[src/rtl/uart_tx_sched_pkg.sv]
// uart_tx_sched_pkg: shared state encoding and data width for the uart_tx scheduler
package uart_tx_sched_pkg;
  localparam int UART_DW = 8;
  typedef enum logic [2:0] {IDLE, LOAD, HOLD, WAIT, RELEASE, GAP} sched_state_e;
endpackage

[src/rtl/uart_tx_sched_if.sv]
// uart_tx_sched_if: requester byte streams, uart_tx handshake and scheduler status
interface uart_tx_sched_if
  import uart_tx_sched_pkg::*;
#(
  parameter int N_REQ = 4
);
  logic [N_REQ-1:0]         req_valid;
  logic [N_REQ*UART_DW-1:0] req_data;
  logic [N_REQ-1:0]         req_last;
  logic [N_REQ-1:0]         req_ready;
  logic                     tx_ready;
  logic                     tx_start;
  logic [UART_DW-1:0]       tx_data;
  logic [N_REQ-1:0]         grant;
  logic                     busy;
  logic                     pkt_cut;
  modport master (
    output req_valid, req_data, req_last, tx_ready,
    input  req_ready, tx_start, tx_data, grant, busy, pkt_cut
  );
  modport slave (
    input  req_valid, req_data, req_last, tx_ready,
    output req_ready, tx_start, tx_data, grant, busy, pkt_cut
  );
endinterface

[src/rtl/uart_tx_sched_rr_arbiter.sv]
// uart_tx_sched_rr_arbiter: picks the first requester after ptr, wrapping around
module uart_tx_sched_rr_arbiter #(
  parameter int N = 4,
  localparam int IW = N > 1 ? $clog2(N) : 1
) (
  input  logic [N-1:0]  req,
  input  logic [IW-1:0] ptr,
  output logic [N-1:0]  gnt,
  output logic [IW-1:0] idx
);
  logic [IW-1:0] k;
  logic          found;
  always_comb begin
    gnt   = '0;
    idx   = '0;
    found = 1'b0;
    k     = '0;
    for (int i = 1; i <= N; i++) begin
      k = IW'((int'(ptr) + i) % N);
      if (!found && req[k]) begin
        found  = 1'b1;
        gnt[k] = 1'b1;
        idx    = k;
      end
    end
  end
endmodule

[src/rtl/uart_tx_sched.sv]
// uart_tx_sched: round-robin packet scheduler sharing one uart_tx among N_REQ requesters,
// with forced release on packet-length overrun or owner stall.
module uart_tx_sched
  import uart_tx_sched_pkg::*;
#(
  parameter int N_REQ    = 4,
  parameter int MAX_PKT  = 16,
  parameter int STALL_TO = 1024,
  parameter int GAP_CYC  = 0
) (
  input logic            clk,
  input logic            rstn,
  uart_tx_sched_if.slave bus
);
  localparam int IW = N_REQ > 1 ? $clog2(N_REQ) : 1;
  localparam int SW = $clog2(STALL_TO + 1);
  localparam int DB = $clog2(UART_DW);
  sched_state_e   state;
  logic [N_REQ-1:0] arb_gnt;
  logic [IW-1:0]  arb_idx, ptr, gidx;
  logic [7:0]     byte_cnt, gap_cnt;
  logic [SW-1:0]  stall_cnt;
  logic           last_f;
  uart_tx_sched_rr_arbiter #(.N(N_REQ)) u_arb (
    .req(bus.req_valid), .ptr(ptr), .gnt(arb_gnt), .idx(arb_idx)
  );
  always_ff @(posedge clk) begin
    if (!rstn) begin
      state         <= IDLE;
      ptr           <= IW'(N_REQ - 1);
      gidx          <= '0;
      byte_cnt      <= '0;
      stall_cnt     <= '0;
      gap_cnt       <= '0;
      last_f        <= 1'b0;
      bus.req_ready <= '0;
      bus.tx_start  <= 1'b0;
      bus.tx_data   <= '0;
      bus.grant     <= '0;
      bus.busy      <= 1'b0;
      bus.pkt_cut   <= 1'b0;
    end else begin
      bus.req_ready <= '0;
      bus.tx_start  <= 1'b0;
      bus.pkt_cut   <= 1'b0;
      case (state)
        IDLE: if (|bus.req_valid) begin
          bus.grant <= arb_gnt;
          gidx      <= arb_idx;
          byte_cnt  <= '0;
          stall_cnt <= '0;
          bus.busy  <= 1'b1;
          state     <= LOAD;
        end
        LOAD: if (bus.req_valid[gidx] && bus.tx_ready) begin
          bus.req_ready <= bus.grant;
          bus.tx_start  <= 1'b1;
          bus.tx_data   <= bus.req_data[{gidx, DB'(0)} +: UART_DW];
          byte_cnt      <= byte_cnt + 8'd1;
          last_f        <= bus.req_last[gidx];
          state         <= HOLD;
        end else if (!bus.req_valid[gidx]) begin
          if (stall_cnt == SW'(STALL_TO - 1)) begin
            bus.pkt_cut <= 1'b1;
            state       <= RELEASE;
          end else stall_cnt <= stall_cnt + 1'b1;
        end
        // uart_tx may take a cycle to drop tx_ready after tx_start
        HOLD: state <= WAIT;
        WAIT: if (bus.tx_ready) begin
          if (last_f) state <= RELEASE;
          else if (byte_cnt == 8'(MAX_PKT)) begin
            bus.pkt_cut <= 1'b1;
            state       <= RELEASE;
          end else begin
            stall_cnt <= '0;
            state     <= LOAD;
          end
        end
        RELEASE: begin
          ptr       <= gidx;
          bus.grant <= '0;
          gap_cnt   <= '0;
          bus.busy  <= GAP_CYC > 0;
          state     <= GAP_CYC > 0 ? GAP : IDLE;
        end
        GAP: if (gap_cnt == 8'(GAP_CYC - 1)) begin
          bus.busy <= 1'b0;
          state    <= IDLE;
        end else gap_cnt <= gap_cnt + 8'd1;
        default: state <= IDLE;
      endcase
    end
  end
endmodule

[src/flat_wrapper.sv]
// flat-port wrapper written by rule: the top's interface ports become plain ports
module uart_tx_sched_flat import uart_tx_sched_pkg::*;
#(
  parameter int N_REQ    = 4,
  parameter int MAX_PKT  = 16,
  parameter int STALL_TO = 1024,
  parameter int GAP_CYC  = 0
)
  (clk, rstn, bus_req_valid, bus_req_data, bus_req_last, bus_tx_ready, bus_req_ready, bus_tx_start, bus_tx_data, bus_grant, bus_busy, bus_pkt_cut);
  uart_tx_sched_if #(.N_REQ(N_REQ)) bus_i ();
  input logic clk;
  input logic rstn;
  input wire logic [$bits(bus_i.req_valid)-1:0] bus_req_valid;
  input wire logic [$bits(bus_i.req_data)-1:0] bus_req_data;
  input wire logic [$bits(bus_i.req_last)-1:0] bus_req_last;
  input wire logic [$bits(bus_i.tx_ready)-1:0] bus_tx_ready;
  output wire logic [$bits(bus_i.req_ready)-1:0] bus_req_ready;
  output wire logic [$bits(bus_i.tx_start)-1:0] bus_tx_start;
  output wire logic [$bits(bus_i.tx_data)-1:0] bus_tx_data;
  output wire logic [$bits(bus_i.grant)-1:0] bus_grant;
  output wire logic [$bits(bus_i.busy)-1:0] bus_busy;
  output wire logic [$bits(bus_i.pkt_cut)-1:0] bus_pkt_cut;
  assign bus_i.req_valid = bus_req_valid;
  assign bus_i.req_data = bus_req_data;
  assign bus_i.req_last = bus_req_last;
  assign bus_i.tx_ready = bus_tx_ready;
  assign bus_req_ready = bus_i.req_ready;
  assign bus_tx_start = bus_i.tx_start;
  assign bus_tx_data = bus_i.tx_data;
  assign bus_grant = bus_i.grant;
  assign bus_busy = bus_i.busy;
  assign bus_pkt_cut = bus_i.pkt_cut;
  uart_tx_sched #(.N_REQ(N_REQ), .MAX_PKT(MAX_PKT), .STALL_TO(STALL_TO), .GAP_CYC(GAP_CYC)) u_core (.clk(clk), .rstn(rstn), .bus(bus_i));
endmodule
[config.mk]
export PLATFORM = sky130hd
export DESIGN_NAME = uart_tx_sched_flat
export DESIGN_NICKNAME = d
export VERILOG_FILES = /design/src/rtl/uart_tx_sched_pkg.sv /design/src/rtl/uart_tx_sched_if.sv /design/src/rtl/uart_tx_sched_rr_arbiter.sv /design/src/rtl/uart_tx_sched.sv /design/src/flat_wrapper.sv
export SDC_FILE = /design/constraint.sdc
export NUM_CORES = 1
export LEC_CHECK = 0
export ABC_AREA = 1
export CAP_MARGIN = 20
export CORE_MARGIN = 5
export CORE_UTILIZATION = 53
export CTS_CLUSTER_DIAMETER = 30
export DETAILED_ROUTE_END_ITERATION = 7
export GPL_TIMING_DRIVEN = 1
export PLACE_DENSITY_LB_ADDON = 0.15
export REMOVE_ABC_BUFFERS = 1
export SLEW_MARGIN = 20
export SYNTH_ARGS = -nofsm -noshare
export SYNTH_HDL_FRONTEND = slang
export SYNTH_SLANG_ARGS = --single-unit
[constraint.sdc]
create_clock -name clk -period 2.96 [get_ports clk]
set_clock_uncertainty 0.15 [all_clocks]
set_input_delay 0.74 -clock clk [delete_from_list [all_inputs] [get_ports clk]]
set_output_delay 0.74 -clock clk [all_outputs]
set_load 0.05 [all_outputs]
Word level (Yosys, flattened, before mapping). Index checks and enable logic that the tools add are counted.

Flip-flop bits (word level): 54. Output and inout port bits: 19.

Add/subtract/negate cells: 7. Magnitude comparators: 9. Eq/ne operators: 20. Shift operators: 1. Multiplexer cells: 66. Bitwise logic cells: 3. Reduce and logical (&&, ||, !) cells: 28.

Operators by type and width (number): two-way mux 11 bit (7); one-hot mux 11 bit (3 select lines) (1); one-hot mux 8 bit (2 select lines) (2); indexed part select 32 x 6 -> 8 bit (1); two-way mux 3 bit (8); two-way mux 8 bit (3); two-way mux 1 bit (22); two-way mux 4 bit (5); adder 8 x 1 -> 8 bit, second input constant (2); < comparator 2 x 3 -> 1 bit, second input constant (5); one-hot mux 3 bit (5 select lines) (1); inequality test 2 bit, second input constant (7); binary-select mux 1 bit (select 2 bit) (6); bitwise OR 4 bit (3); adder 11 x 1 -> 11 bit, second input constant (1); equality test 11 x 10 -> 1 bit, second input constant (1); AND reduction 2 bit (5); AND reduction 3 bit (3); demux 1 bit (select 2 bit) (4); equality test 8 x 5 -> 1 bit, second input constant (1); equality test 8 bit, second input constant (1); greater-or-equal comparator 2 x 1 -> 1 bit, second input constant (4); logical AND 1 bit (8); two-way mux 2 bit (4); other kinds (18) (29).

Longest topological paths before layout.
Word-level depth: 15. Depth in mapped cells: 13.

Modules after synthesis. A second synthesis with hierarchy kept.

Cells, all modules: 537. Area total of the unflattened synthesis: 3539.6 um^2.

By module, submodules not included: uart_tx_sched (instances 1, cells each 452, area an instance 3004.1 um^2, seq. area each 1081.0 um^2); uart_tx_sched_rr_arbiter (instances 1, cells each 85, area an instance 535.5 um^2, seq. area each 0.0 um^2).

Worst setup path after synthesis. Ideal clock, no wire load.

Path kind: register -> register. Start: register u_core.ptr[0]. End: register u_core.bus.grant[3]. Arrival time: 1693 ps. Slack: 1056 ps. Cell stages (with the launch flop): 13. Path buffers: 1. Clock period less this slack: 1904 ps. Cell sequence: dfxtp_1 > buf_4 > inv_4 > ha_1 > nand3_1 > nand2_2 > inv_1 > nand2_1 > nor2_1 > nand2_1 > o211ai_1 > nand2_1 > nand2_1.

Cells in the longest elaborated chain, start to end: 15. Elaborated cells between the ends (all ways): 50. Those cells by class: add/sub: 4; order compare: 8; mux: 25; bitwise: 3; reduce/logical: 10.

RTL lines: start, declared (line uart_tx_sched.sv:20) `logic [IW-1:0] arb_idx, ptr, gidx;`; start signal, assigned (line uart_tx_sched.sv:30) `ptr <= IW'(N_REQ - 1);`; start signal, assigned (line uart_tx_sched.sv:81) `ptr <= gidx;`; parallel branches: the longest is 12 deep, another holds < comparator 2 x 3 -> 1 bit; two-way mux 4 bit * (line uart_tx_sched_rr_arbiter.sv:20) `if (!found && req[k]) begin`; two-way mux 4 bit * (line uart_tx_sched.sv:47) `IDLE: if (|bus.req_valid) begin`; one-hot mux 4 bit (2 select lines) * (line uart_tx_sched.sv:46) `case (state)`; end signal, assigned (line uart_tx_sched.sv:48) `bus.grant <= arb_gnt;`; end, declared (line uart_tx_sched_if.sv:23) `output req_ready, tx_start, tx_data, grant, busy, pkt_cut`.

Every way passes the cells marked *. The select of a mux whose other input is x is not followed. A chain may end at the register's enable or synchronous reset.

Worst setup path in the final report.
Start: register u_core.bus.grant[0]. End: output port bus_grant[0].

RTL lines: end, declared (line flat_wrapper.sv:20) `output wire logic [$bits(bus_i.grant)-1:0] bus_grant;`.

No word-level cell between the ends.

==> key figures <==
Status
  • Status: finished, final reports clean

Yosys
  • Cell area after synthesis: 3317 sq um
  • Post-synth cell types: 41
  • Syn Inst Count: 511
  • Seq cells post-synth: 54
  • Mean Syn Cell Area: 6.491 sq um
  • Post-synth ARST share: 0%
  • Number of flops mapped to enable cells by yosys: 0
  • Synthesis warning total: 0
  • Ys flop type: dfxtp_1
  • Sequential area share after synthesis: 32.59%

Setup path
  • CP max-delay cell: clkdlybuf4s50_1
  • CP Launch Type: register
  • CP arrival: 1510 ps
  • Crit path cell chain: clkdlybuf4s50_1
  • WP data required: 2070 ps
  • Critical Path Fanout Max: 3
  • Largest stage delay on the critical path: 820 ps
  • Buf+Inv Stages, Crit Path: 1
  • Critical path class: register to output pin
  • Crit path max-delay family: buffers and inverters
  • Crit end category: output pin

Layout
  • Final nets: 626
  • Post-Route Utilization: 68.17%
  • Diode count: 0
  • Final instance area: 4084 sq um
  • Fraction of layout cells with a size suffix above 1: 6.818%
  • Final Non-Filler Cells: 647
  • Area Overhead vs Synth: 23.12%

Clocking
  • CTS Buf Count: 5
  • CTS sink count: 54
  • Root Driver: clkbuf_8
  • Post-CTS setup buffer count: 0
  • Clk pin slew, worst setup/hold paths: 90 ps
  • H-tree depth: 2
  • CTS tree: built
  • Clk Latency, worst-skew pair: 300 ps
  • Hold buffer count at cts: 0
  • Post-CTS sizing: 0
  • CTS Buffer Depth: 2

STA
  • RSZ-0062 raised after global routing: no
  • Final Cycle Share: 81.15%
  • Max-slew headroom: 64.45%
  • Tightest Pin Transition: 532.7 ps
  • Fin Hold WS: 302.4 ps
  • Final Hold Viols: 0
  • Setup TNS: 0 ps
  • Fin. max-slew vios: 0
  • Min Tclk post-route: 2402 ps
  • F_max: 0.4163 GHz
  • Setup violators final: 0

Min path
  • Hold Crit Class: register to register

Routing
  • Post-route DRC: 0
  • Routed vias: 3422
  • Routed Antenna Nets: 0
  • Drt pass-1 iters: 4
  • Drt total wl: 8.211 mm
  • WL/cell: 12.69 microns
  • Via density per instance: 5.289
  • 1st-iter DRT viols: 150

Floorplanning
  • Die ar.: 7941 sq um
  • Initial Util: 55.37%
  • CORE AREA: 5991 sq um
  • Die width: 89.11 microns
  • Die H: 89.11 microns
  • I/O Pins: 62
  • Row cnt: 28

Global route
  • Gr usage total: 22.21%
  • Vias in the first global route: 3349
  • First-pass GRT wire length: 14.28 mm
  • Initial antenna violation count: 0
  • Grt total ovfl: 0
  • Pin count of the biggest net entering global routing: 23

Pwr
  • Pwr dens: 648.3 nW/um^2
  • VDD IR-drop max: 0.3396 mV
  • P_leak: 1.684 nW

Placement
  • PortBufs: 61
  • DP HPWL: 6.471 mm
  • Area after detailed placement: 3989 sq um
  • Final Wtd Congestion: 0.8999
  • Placed instance count: 639

Job
  • Total of max-cap violations: 0
## per-layer routing
layer,routed length [microns],part of all wire (%),up-vias,GRT usage [%]
li1,-,-,1777,-
met4,138,1.7,0,8.660
met5,0,0,-,0
met2,3743,46,95,36.77
met1,3711,45,1538,27.26
met3,617,7.5,12,6.267
## worst register-to-register path, stage by stage (launching register included)
cell     delay, ps
dfxtp_1        320
buf_4          230
inv_1          300
nand2_1        150
nand3_1        140
nand2_1        160
nand2_1         70
nand2_1         70
inv_1           50
nor2_2         340
nand2_1         90
a21oi_1        150
## placed cells by master (no fill, tap or decap), types with 6 or more instances in the layout
cell / instances
a21oi_1: 32
a31oi_1: 8
buf_4: 7
clkbuf_8: 6
clkdlybuf4s50_1: 61
dfxtp_1: 54
ha_1: 12
inv_1: 46
nand2_1: 127
nand3_1: 37
nand4_1: 10
nor2_1: 80
nor3_1: 7
o21ai_0: 32
xor2_1: 10
## cells in the mapped netlist, types with 2 or more instances
| library cell | instances | share of area [%] |
|---|---|---|
| ha_1 | 12 | 4.5 |
| a21oi_1 | 32 | 4.8 |
| nand2_1 | 127 | 14 |
| nand2_4 | 2 | 0.68 |
| nor3_1 | 7 | 1.1 |
| xor2_1 | 10 | 2.6 |
| o211ai_1 | 4 | 0.91 |
| buf_4 | 4 | 0.91 |
| a31oi_1 | 8 | 1.5 |
| nand3_1 | 37 | 5.6 |
| nor2_2 | 5 | 0.94 |
| nor3b_1 | 2 | 0.45 |
| inv_2 | 5 | 0.57 |
| nand4_1 | 10 | 1.9 |
| inv_1 | 46 | 5.2 |
| xnor2_1 | 3 | 0.79 |
| nor2_1 | 80 | 9.1 |
| clkbuf_1 | 7 | 0.79 |
| o22ai_1 | 2 | 0.38 |
| o21ai_0 | 32 | 4.8 |
| nand2_2 | 3 | 0.57 |
| dfxtp_1 | 54 | 33 |
## power by group
| part | leakage [nW] | internal [mW] | switching [mW] |
|---|---|---|---|
| clock network | 0.0472 | 0.188 | 0.237 |
| logic | 1.20 | 0.423 | 0.909 |
| registers | 0.438 | 0.815 | 0.0746 |
| total | 1.68 | 1.43 | 1.22 |
## state kept, by name, summed over array words and instances (netlist names)
| signal | cells |
|---|---|
| u_core.bus.req_ready | 4 |
| u_core.bus.tx_start | 1 |
| u_core.bus.busy | 1 |
| u_core.bus.pkt_cut | 1 |
| u_core.stall_cnt | 11 |
| u_core.state | 3 |
| u_core.bus.grant | 4 |
| u_core.bus.tx_data | 8 |
| u_core.last_f | 1 |
| u_core.gap_cnt | 8 |
| u_core.gidx | 2 |
| u_core.ptr | 2 |
| u_core.byte_cnt | 8 |
## stage by stage
step	setup slack, ps	power [mW]
6_report	557.9	2.648
5_1_grt	324.7	2.850
4_1_cts	548.2	2.653
3_5_place_dp	289.6	2.229
3_3_place_gp	363.6	2.215
2_1_floorplan	881.9	1.808
## layout make-up
cell class | count | area [sq um]
tap | 75 | 93.84
timing repair buffer | 68 | 663.1
inverter | 53 | 202.7
fill | 549 | 1907
sequential | 54 | 1081
clock inverter | 2 | 12.51
multi-input combinational | 389 | 1948
clock buffer | 6 | 82.58
## final timing paths
check / to / depth (start not counted) / slack, ps / startpoint
worst min-delay path: u_core.bus.req_ready[2]$_SDFF_PN0_ / 2 / 300 / u_core.bus.grant[2]$_SDFFE_PN0P_
worst max-delay path: bus_grant[0] / 1 / 560 / u_core.bus.grant[0]$_SDFFE_PN0P_
worst max register to register: u_core.stall_cnt[0]$_SDFFE_PN0P_ / 11 / 680 / u_core.gidx[0]$_SDFFE_PN0P_
worst min register to register: u_core.bus.req_ready[2]$_SDFF_PN0_ / 2 / 300 / u_core.bus.grant[2]$_SDFFE_PN0P_
## cell families (layout without fill, tap and decap cells)
group / count (synthesis) / count (layout) / synth area share (%)
XOR/XNOR: 13 / 13 / 3.433
adder cells (fa/ha/maj): 12 / 12 / 4.526
flip-flops: 54 / 54 / 32.59
buffers and inverters: 68 / 129 / 8.676
AND/OR/NAND/NOR: 280 / 280 / 36.97
AO/OA/AOI/OAI: 84 / 84 / 13.81
No activity file was read; power rests on OpenSTA's default activity.
